**config.mk**
```make
export PLATFORM = sky130hd
export DESIGN_NAME = msk_pipe_ctrl
export DESIGN_NICKNAME = d
export VERILOG_FILES = /design/src/rtl/msk_pipe_ctrl.sv
export SDC_FILE = /design/constraint.sdc
export NUM_CORES = 1
export LEC_CHECK = 0
export BUFFER_PORTS_ARGS = -buffer_cell sky130_fd_sc_hd__buf_2
export CAP_MARGIN = 20
export CORE_AREA = 8 8 45 47
export DETAILED_ROUTE_END_ITERATION = 8
export DIE_AREA = 0 0 53 55
export GPL_TIMING_DRIVEN = 0
export HOLD_SLACK_MARGIN = 0.12
export SLEW_MARGIN = 40
export SYNTH_ARGS = -nofsm -noshare
export SYNTH_HDL_FRONTEND = slang
export SYNTH_SLANG_ARGS = --single-unit
```
**constraint.sdc**
```tcl
create_clock -name clk -period 2.74 [get_ports clk]
set_clock_uncertainty 0.1 [all_clocks]
set_input_delay 0.274 -clock clk [delete_from_list [all_inputs] [get_ports clk]]
set_output_delay 0.274 -clock clk [all_outputs]
set_load 0.02 [all_outputs]
```
**src/rtl/msk_pipe_ctrl.sv**
```systemverilog
// msk_pipe_ctrl: load-enable sequencer for a chain of LAT masked-register stages.
// Every stage is an enable-less masked register with a hold/load mux in front;
// this block decides, each cycle, which of those muxes select "load".
// The pipeline is elastic and bubble-collapsing (an empty stage always accepts
// from its predecessor), and any cycle that would move valid data into a stage
// is held back until the PRNG offers a fresh randomness word, so that re-masking
// never reuses randomness. A cycle that only shifts bubbles, or a word that only
// leaves through the output port, consumes no randomness.
module msk_pipe_ctrl #(
   parameter int LAT = 3,
   parameter int CW  = $clog2(LAT + 1)
) (
   input  logic            clk,
   input  logic            rst_n,
   input  logic            flush,
   input  logic            in_valid,
   output logic            in_ready,
   output logic            out_valid,
   input  logic            out_ready,
   input  logic            rnd_valid,
   output logic            rnd_ready,
   output logic [LAT-1:0]  stage_en,
   output logic [LAT-1:0]  stage_valid,
   output logic [CW-1:0]   occupancy,
   output logic            busy
);

   // Registered valid bit of each stage; the only state in this block.
   logic [LAT-1:0] v_q;
   logic [LAT-1:0] v_d;

   // Valid bit presented at the mux input of each stage (stage 0 sees the port).
   logic [LAT-1:0] vin;
   // Candidate enables: stage i could load if it is empty or its successor moves.
   logic [LAT-1:0] cand;
   logic           need;
   logic           go;
   logic           out_xfer;

   // Build the per-stage input valid vector from the stage chain.
   always_comb begin
      // NOTE: every variable driven here gets a default first, so no path leaves it unassigned and no latch is inferred.
      vin    = '0;
      vin[0] = in_valid;
      for (int i = 1; i < LAT; i++) begin
         vin[i] = v_q[i-1];
      end
   end

   // Ripple the downstream-ready condition back from the output so bubbles collapse.
   always_comb begin
      cand          = '0;
      cand[LAT-1]   = ~v_q[LAT-1] | out_ready;
      for (int i = LAT - 2; i >= 0; i--) begin
         cand[i] = ~v_q[i] | cand[i+1];
      end
   end

   // Randomness gating: loads of valid data wait for rnd_valid, pure bubble shifts do not.
   always_comb begin
      need      = |(cand & vin);
      go        = rnd_valid | ~need;
      stage_en  = flush ? '0 : (cand & {LAT{go}});
      in_ready  = stage_en[0];
      rnd_ready = need & rnd_valid & ~flush;
      out_xfer  = v_q[LAT-1] & out_ready;
   end

   // Next-state valid bits: load, hold, drain through the output port, or flush.
   always_comb begin
      v_d = v_q;
      for (int i = 0; i < LAT; i++) begin
         if (stage_en[i]) begin
            v_d[i] = vin[i];
         end
      end
      // The last word may leave even on a cycle where no stage is allowed to load.
      if (out_xfer && !stage_en[LAT-1]) begin
         v_d[LAT-1] = 1'b0;
      end
      if (flush) begin
         v_d = '0;
      end
   end

   // Stage valid register; reset drops every in-flight word.
   always_ff @(posedge clk or negedge rst_n) begin
      // NOTE: only the control valid bits are reset; the masked share registers need no reset because a cleared valid bit makes their contents don't-care.
      if (!rst_n) begin
         v_q <= '0;
      end else begin
         // NOTE: state registers use non-blocking assignment so every flop samples pre-edge values.
         v_q <= v_d;
      end
   end

   // Population count of the registered valid bits (no path from any input).
   always_comb begin
      occupancy = '0;
      for (int i = 0; i < LAT; i++) begin
         occupancy = occupancy + CW'(v_q[i]);
      end
   end

   assign stage_valid = v_q;
   assign out_valid   = v_q[LAT-1];
   assign busy        = |v_q;

endmodule
```
==> flow_metrics.env, run 1 <==
export IMPL_fin_crit_ns=1.858
export IMPL_numClockSinks=3
export IMPL_net_switching_component_of_the_power_uw=56.15
export IMPL_grt_antenna_before_repair=0
export IMPL_worst_pin_slew_ns=0.2609
export IMPL_first_global_vias=299
export IMPL_num_io_pins=18
export IMPL_area_growth_syn_to_layout_pct=49.78
export IMPL_grt_pass1_wl_um=1200
export IMPL_hold_path_class="input port to flop"
export IMPL_worst_r2r_endpoint="stage_valid[1]"
export IMPL_core_um2=1384
export IMPL_overflow=0
export IMPL_cp_data_arrival_time_ns=1.48
export IMPL_sw_frac_of_total_pct=31.39
export IMPL_io_buffer_count=17
export IMPL_r2r_setup_slack_ns=1.64
export IMPL_max_freq_mhz=538.3
export IMPL_comb_power_share_pct=30.2
export IMPL_power_sequential_fraction_pct=26.7
export IMPL_r2r_start="stage_valid[2]"
export IMPL_cp_max_fo=6
export IMPL_clock_power_share_pct=43.1
export IMPL_tritoncts="yes"
export IMPL_final_antenna_net_count=0
export IMPL_power_per_cell_area_nw_per_um2=420.4
export IMPL_ys_ff_latch=3
export IMPL_timing_final_max_slew_violations=0
export IMPL_synthesis_yosys_warnings=0
export IMPL_placement_setup_worst_slack_ns=1.128
export IMPL_floorplan_initialDensity_pct=20.52
export IMPL_yosysTopAreaCellShare_pct=26.43
export IMPL_synth_xor_xnor_area_share_pct=0
export IMPL_groute_usage_overall_pct=5.760
export IMPL_place_gp_congestion=0.7063
export IMPL_synth_cell_area_um2=284.0
export IMPL_syn_num_nets=40
export IMPL_syn_avg_cell_area_um2=8.607
export IMPL_cts_root_buffer="sky130_fd_sc_hd__clkbuf_4"
export IMPL_synth_compound_gate_area_share_pct=14.54
export IMPL_timing_max_slew_rel_slack_pct=82.56
export IMPL_die_h_um=55
export IMPL_layout_cells_most_common_list="sky130_fd_sc_hd__buf_2, sky130_fd_sc_hd__nand2_1, sky130_fd_sc_hd__a21oi_1, sky130_fd_sc_hd__clkbuf_4, sky130_fd_sc_hd__dfrtp_1"
export IMPL_largest_family_of_logic_cells_by_synthesized_area="simple AND/OR/NAND/NOR gates"
export IMPL_cts_buffers_inserted=3
export IMPL_die_x_um=53
export IMPL_synth_adder_area_share_pct=7.048
export IMPL_routed_via_density=4.310
export IMPL_post_drt_wl_per_cell_um=10.83
export IMPL_synthTopCellsByArea="sky130_fd_sc_hd__dfrtp_1, sky130_fd_sc_hd__fa_1, sky130_fd_sc_hd__mux2i_1, sky130_fd_sc_hd__a21oi_1, sky130_fd_sc_hd__buf_4"
export IMPL_grt_start_max_net_pins=10
export IMPL_layout_worst_path_cycle_share_pct=67.80
export IMPL_drt_first_pass_iters=4
export IMPL_grt_setup_unrepaired="no"
export IMPL_total_leakage_power_uw=0.0002278
export IMPL_maxCapViolCount=0
export IMPL_worstHoldPathCells=2
export IMPL_detailed_place_hpwl_um=645.3
export IMPL_clkLatencyLatePin_ns=0.23
export IMPL_num_vias=306
export IMPL_fraction_of_the_mapped_netlist_area_in_simple_logic_gates_pct=31.28
export IMPL_distinct_cells_synth=22
export IMPL_timing_critical_path_from_type="flop"
export IMPL_netlist_instances=33
export IMPL_min_to="stage_valid[1]"
export IMPL_route_detailed_drc=0
export IMPL_cells_resized_by_post_cts_repair=0
export IMPL_timing_final_hold_violations=0
export IMPL_layout_setup_ws_ns=0.8824
export IMPL_cts_buffer_depth=2
export IMPL_ys_seq_area_share_pct=26.43
export IMPL_endpoint_kind="output port"
export IMPL_placement_rows=14
export IMPL_ir_drop_uv=152.7
export IMPL_wirelength_um=769
export IMPL_holdCritStartpoint="flush"
export IMPL_cts_reportedPaths_clkPinSlew_ns=0.04
export IMPL_final_nets=63
export IMPL_dieArea_um2=2915
export IMPL_critical_path_required_ns=2.37
export IMPL_outcome="finished clean"
export IMPL_largest_register_ff_count=3
export IMPL_whs_ns=0.2079
export IMPL_final_common_cell="sky130_fd_sc_hd__buf_2"
export IMPL_dr_first_iter_drc_count=3
export IMPL_antennaDiodeCount=0
export IMPL_cellInternalPower_uw=122.7
export IMPL_r2r_cells=3
export IMPL_synthMuxAreaShare_pct=7.048
export IMPL_path_class="flop to output port"
export IMPL_timing_final_setup_violations=0
export IMPL_drive_above_1_share_pct=49.09
export IMPL_h_tree_depth=1
export IMPL_setup_total_negative_slack_ns=0
export IMPL_yosysTopAreaCell="sky130_fd_sc_hd__dfrtp_1"
export IMPL_crit_start="stage_valid[2]"
## stage by stage
step | instance area [um2] | std cells | utilization [%] | power (uW)
2_1_floorplan | 284.0 | 33 | - | 83.03
4_1_cts | 425.4 | 71 | 30.74 | 181.4
6_report | 425.4 | 71 | 30.74 | 178.9
3_5_place_dp | 389.1 | 66 | 28.12 | 102.0
5_1_grt | 425.4 | 71 | 30.74 | 187.3
3_3_place_gp | 389.1 | 66 | 28.12 | 101.6
## routing by layer
metal | wire [um] | track usage [%] | vias to the layer above
met5 | 0 | 0 | -
met4 | 10 | 6.466 | 0
met3 | 60 | 1.872 | 2
met2 | 460 | 10.74 | 6
met1 | 237 | 4.301 | 139
li1 | - | - | 159
## synthesized netlist by cell type
cell,number
sky130_fd_sc_hd__nand3_1,2
sky130_fd_sc_hd__or3_1,1
sky130_fd_sc_hd__o21ai_0,1
sky130_fd_sc_hd__fa_1,1
sky130_fd_sc_hd__inv_1,1
sky130_fd_sc_hd__nand2_1,3
sky130_fd_sc_hd__and2b_1,1
sky130_fd_sc_hd__nor2_1,2
sky130_fd_sc_hd__inv_2,1
sky130_fd_sc_hd__and4bb_1,1
sky130_fd_sc_hd__buf_2,1
sky130_fd_sc_hd__buf_6,1
sky130_fd_sc_hd__a211oi_2,1
sky130_fd_sc_hd__dfrtp_1,3
sky130_fd_sc_hd__mux2i_1,2
sky130_fd_sc_hd__nand2b_1,1
sky130_fd_sc_hd__nor3_1,2
sky130_fd_sc_hd__or2_1,1
sky130_fd_sc_hd__o32ai_1,1
sky130_fd_sc_hd__nor2_4,1
sky130_fd_sc_hd__a21oi_1,3
sky130_fd_sc_hd__buf_4,2
## worst max-delay path: stages (launching register included)
cell and delay, ns:
sky130_fd_sc_hd__dfrtp_1 0.43, sky130_fd_sc_hd__and2b_1 0.22, sky130_fd_sc_hd__nand3_1 0.11, sky130_fd_sc_hd__and4bb_1 0.22, sky130_fd_sc_hd__buf_4 0.13, sky130_fd_sc_hd__buf_2 0.15
## worst max-delay path by stage
stage / end / slack, ns / depth (start not counted)
floorplan: stage_en[0] / 1.03 / 5
global placement: stage_en[0] / 1.14 / 5
CTS: stage_en[0] / 0.88 / 5
finish: stage_en[0] / 0.88 / 5
detailed placement: stage_en[0] / 1.13 / 5
global route: stage_en[0] / 0.82 / 5
## cell type report
cell class                      instances  area (um2)
Multi-Input combinational cell         24       170.2
Clock buffer                            4       26.28
Fill cell                             153       958.4
Buffer                                  4       31.28
Sequential cell                         3       75.07
Tap cell                               16       20.02
Inverter                                2       7.507
Timing Repair Buffer                   18       95.09
## cells by family (layout without fill, tap and decap cells)
logic type	Yosys count	count (layout)
fa+ha+maj	1	1
compound gates	6	6
flops	3	3
buf+inv	6	28
simple gates	15	15
mux	2	2
## power by group through the flow
| stage | clock network, uW | logic, uW | registers [uW] |
|---|---|---|---|
| after global routing | 80.0 | 59.4 | 47.9 |
| final | 77.1 | 54.0 | 47.8 |
| after global placement | 0 | 53.2 | 48.4 |
| after detailed placement | 0 | 53.7 | 48.3 |
| after floorplan | 0 | 32.8 | 50.2 |
| after CTS | 78.7 | 54.9 | 47.8 |
## timing repair
item | 4_1_cts | 5_1_grt
buffers inserted | 0 | 0
hold endpoints to repair | 3 | 0
hold buffers | 1 | 0
(Power assumes the default switching activity.)
==> run 2: changes to the inputs <==
Settings changed: ABC_AREA from default to 1.
Clock period 2.74 ns to 1.6 ns, I/O delays scaled along.
==> run 2 against run 1 <==
Flip-flop and latch count stayed put; global-route usage is 0.97 points higher; sequential share of layout area is 3.4 points lower; via count is 21% higher; final cell count is 21% higher; largest cell class is now non-clock buffers; synthesized cell count is 18% higher; die area stayed put; highest routed layer unchanged; the flow now finishes with violations (negative setup slack); clock power is 75% higher; non-clock buffer count is 7 higher; power is 120% higher; clock-buffer cell count stayed put.
==> flow_metrics.env, run 2 <==
export IMPL_design_power_total_uw=391.4
export IMPL_timing_final_hold_violations=0
export IMPL_core_um2=1384
export IMPL_cp_max_fo=5
export IMPL_grt_pass1_wl_um=1407
export IMPL_synthTopCellsByArea="sky130_fd_sc_hd__dfrtp_1, sky130_fd_sc_hd__nand2_1, sky130_fd_sc_hd__inv_1, sky130_fd_sc_hd__fa_1, sky130_fd_sc_hd__nand3_2"
export IMPL_violations="negative setup slack"
export IMPL_area_growth_syn_to_layout_pct=103.7
export IMPL_layout_worst_path_cycle_share_pct=105.2
export IMPL_h_tree_depth=1
export IMPL_ys_seq_area_share_pct=27.65
export IMPL_floorplan_initialDensity_pct=19.62
export IMPL_drt_first_pass_iters=4
export IMPL_syn_avg_cell_area_um2=6.962
export IMPL_overflow=0
export IMPL_r2r_start="stage_valid[1]"
export IMPL_final_common_cell="sky130_fd_sc_hd__buf_2"
export IMPL_groute_usage_overall_pct=6.732
export IMPL_grt_start_max_net_pins=6
export IMPL_multiInputGateArea_um2=183.9
export IMPL_maxCapViolCount=0
export IMPL_cts_buffers_inserted=3
export IMPL_r2r_setup_slack_ns=0.25
export IMPL_place_gp_congestion=0.7399
export IMPL_synth_cell_area_um2=271.5
export IMPL_io_buffer_count=17
export IMPL_wirelength_um=991
export IMPL_whs_ns=0.1540
export IMPL_layout_cells_most_common_list="sky130_fd_sc_hd__buf_2, sky130_fd_sc_hd__buf_4, sky130_fd_sc_hd__nand2_1, sky130_fd_sc_hd__inv_1, sky130_fd_sc_hd__nand2_2"
export IMPL_die_h_um=55
export IMPL_die_x_um=53
export IMPL_cts_buffer_depth=2
export IMPL_timing_critical_path_from_type="flop"
export IMPL_power_per_cell_area_nw_per_um2=707.7
export IMPL_cts_root_buffer="sky130_fd_sc_hd__clkbuf_4"
export IMPL_worst_r2r_endpoint="stage_valid[1]"
export IMPL_final_area_um2=553.0
export IMPL_placement_setup_worst_slack_ns=0.08831
export IMPL_synth_top_cells_by_count="sky130_fd_sc_hd__nand2_1, sky130_fd_sc_hd__inv_1, sky130_fd_sc_hd__nor2_1"
export IMPL_most_used_standard_cell_by_instance_count_after_synthesis="sky130_fd_sc_hd__nand2_1"
export IMPL_route_detailed_drc=0
export IMPL_hold_path_class="input port to asynchronous set/reset pin"
export IMPL_endpoint_kind="output port"
export IMPL_timing_max_slew_rel_slack_pct=90.00
export IMPL_dominantRegCellSynth="sky130_fd_sc_hd__dfrtp_1"
export IMPL_cts_reportedPaths_clkPinSlew_ns=0.04
export IMPL_total_leakage_power_uw=0.0003154
export IMPL_tritoncts="yes"
export IMPL_worst_pin_slew_ns=0.1493
export IMPL_ys_ff_latch=3
export IMPL_final_nets=78
export IMPL_placed_cell_area_um2=380.4
export IMPL_crit_path_end="occupancy[0]"
export IMPL_instances_no_fill=86
export IMPL_clkLatencyLatePin_ns=0.23
export IMPL_antennaDiodeCount=0
export IMPL_regArea_um2=78.83
export IMPL_layout_setup_ws_ns=-0.08387
export IMPL_cpPeakStageDelay_ns=0.49
export IMPL_num_vias=369
export IMPL_fin_crit_ns=1.684
export IMPL_crit_start="stage_valid[1]"
export IMPL_timing_final_max_slew_violations=0
export IMPL_critical_path_required_ns=1.34
export IMPL_number_of_flops_mapped_to_enable_cells_by_yosys=0
export IMPL_outcome="finished with violations"
export IMPL_cp_data_arrival_time_ns=1.42
export IMPL_path_class="flop to output port"
export IMPL_grt_setup_unrepaired="yes"
export IMPL_distinct_cells_synth=14
export IMPL_placement_rows=14
export IMPL_yosysTopAreaCell="sky130_fd_sc_hd__dfrtp_1"
export IMPL_grt_antenna_before_repair=0
export IMPL_dieArea_um2=2915
export IMPL_netlist_instances=39
export IMPL_max_freq_mhz=593.9
export IMPL_final_antenna_net_count=0
export IMPL_cp_slowest_cell="sky130_fd_sc_hd__fa_1"
export IMPL_cp_depth=3
export IMPL_timing_final_setup_violations=4
export IMPL_r2r_cells=8
export IMPL_synthesis_yosys_warnings=0
export IMPL_drive_above_1_share_pct=67.14
export IMPL_post_drt_wl_per_cell_um=11.52
export IMPL_largest_register_ff_count=3
export IMPL_yosysTopAreaCellShare_pct=27.65
export IMPL_numClockSinks=3
export IMPL_synthArstFlopShare_pct=100.0
export IMPL_total_buffers_and_inverters_traversed_by_the_critical_path=2
export IMPL_first_global_vias=332
export IMPL_num_io_pins=18
export IMPL_placed_cells=72
export IMPL_dr_first_iter_drc_count=12
export IMPL_ir_drop_uv=285.9
export IMPL_routed_via_density=4.291
export IMPL_path_cells="buf_4 > fa_1 > buf_6"
export IMPL_syn_num_nets=46
export IMPL_cp_top_family="adder cells"
export IMPL_n_fill_cell=157
export IMPL_detailed_place_hpwl_um=635.2
run 2: worst min-delay path by stage:
stage / end / start / cells past startpoint / slack, ns
6_report: stage_valid[2] / rst_n / 2 / 0.15
3_5_place_dp: stage_valid[0] / rst_n / 1 / -0.14
4_1_cts: stage_valid[0] / rst_n / 2 / 0.16
5_1_grt: stage_valid[2] / rst_n / 2 / 0.16
3_3_place_gp: stage_valid[0] / rst_n / 1 / -0.14
2_1_floorplan: stage_valid[0] / rst_n / 0 / -0.24
run 2: per-layer routing:
layer | wire length, um | part of all wire [%] | up-vias | track usage, %
li1 | - | - | 181 | -
met2 | 569 | 57 | 8 | 11.52
met3 | 96 | 9.7 | 2 | 3.743
met1 | 319 | 32 | 178 | 5.802
met4 | 6 | 0.61 | 0 | 5.172
met5 | 0 | 0 | - | 0
run 2: final cells by class:
cell class,count,area share [%]
Buffer,2,2.715
Clock buffer,4,4.751
Sequential cell,3,14.25
Multi-Input combinational cell,26,33.26
Tap cell,16,3.620
Inverter,8,5.430
Timing Repair Buffer,27,35.97
run 2: logic make-up after synthesis:
| group | after synthesis | share of synthesized area, % |
|---|---|---|
| AND/OR/NAND/NOR | 23 | 43.78 |
| buffers and inverters | 10 | 16.59 |
| adder cells (fa/ha/maj) | 1 | 7.374 |
| flip-flops | 3 | 27.65 |
| AO/OA/AOI/OAI | 2 | 4.608 |
run 2: where the power goes:
part           internal (uW)  leakage (uW)  switching (uW)
sequential              81.4     0.0000360            6.96
combinational           78.1      0.000264            90.5
clock                   93.6     0.0000150            41.0
total                    253      0.000315             138
run 2: metrics by stage:
step	util [%]	TNS, ns
final	39.96	-0.2448
after global routing	39.96	-0.6490
after CTS	33.54	-0.06933
after detailed placement	27.49	0
after global placement	27.49	0
after floorplan	-	0
run 2: repair_timing:
action / 4_1_cts / 5_1_grt
gates cloned: 0 / 0
endpoints found under the setup margin: 5 / 6
hold endpoints to repair: 4 / 0
pin swaps: 0 / 9
hold buffers: 2 / 0
buffers inserted: 4 / 4
resized for setup: 5 / 13
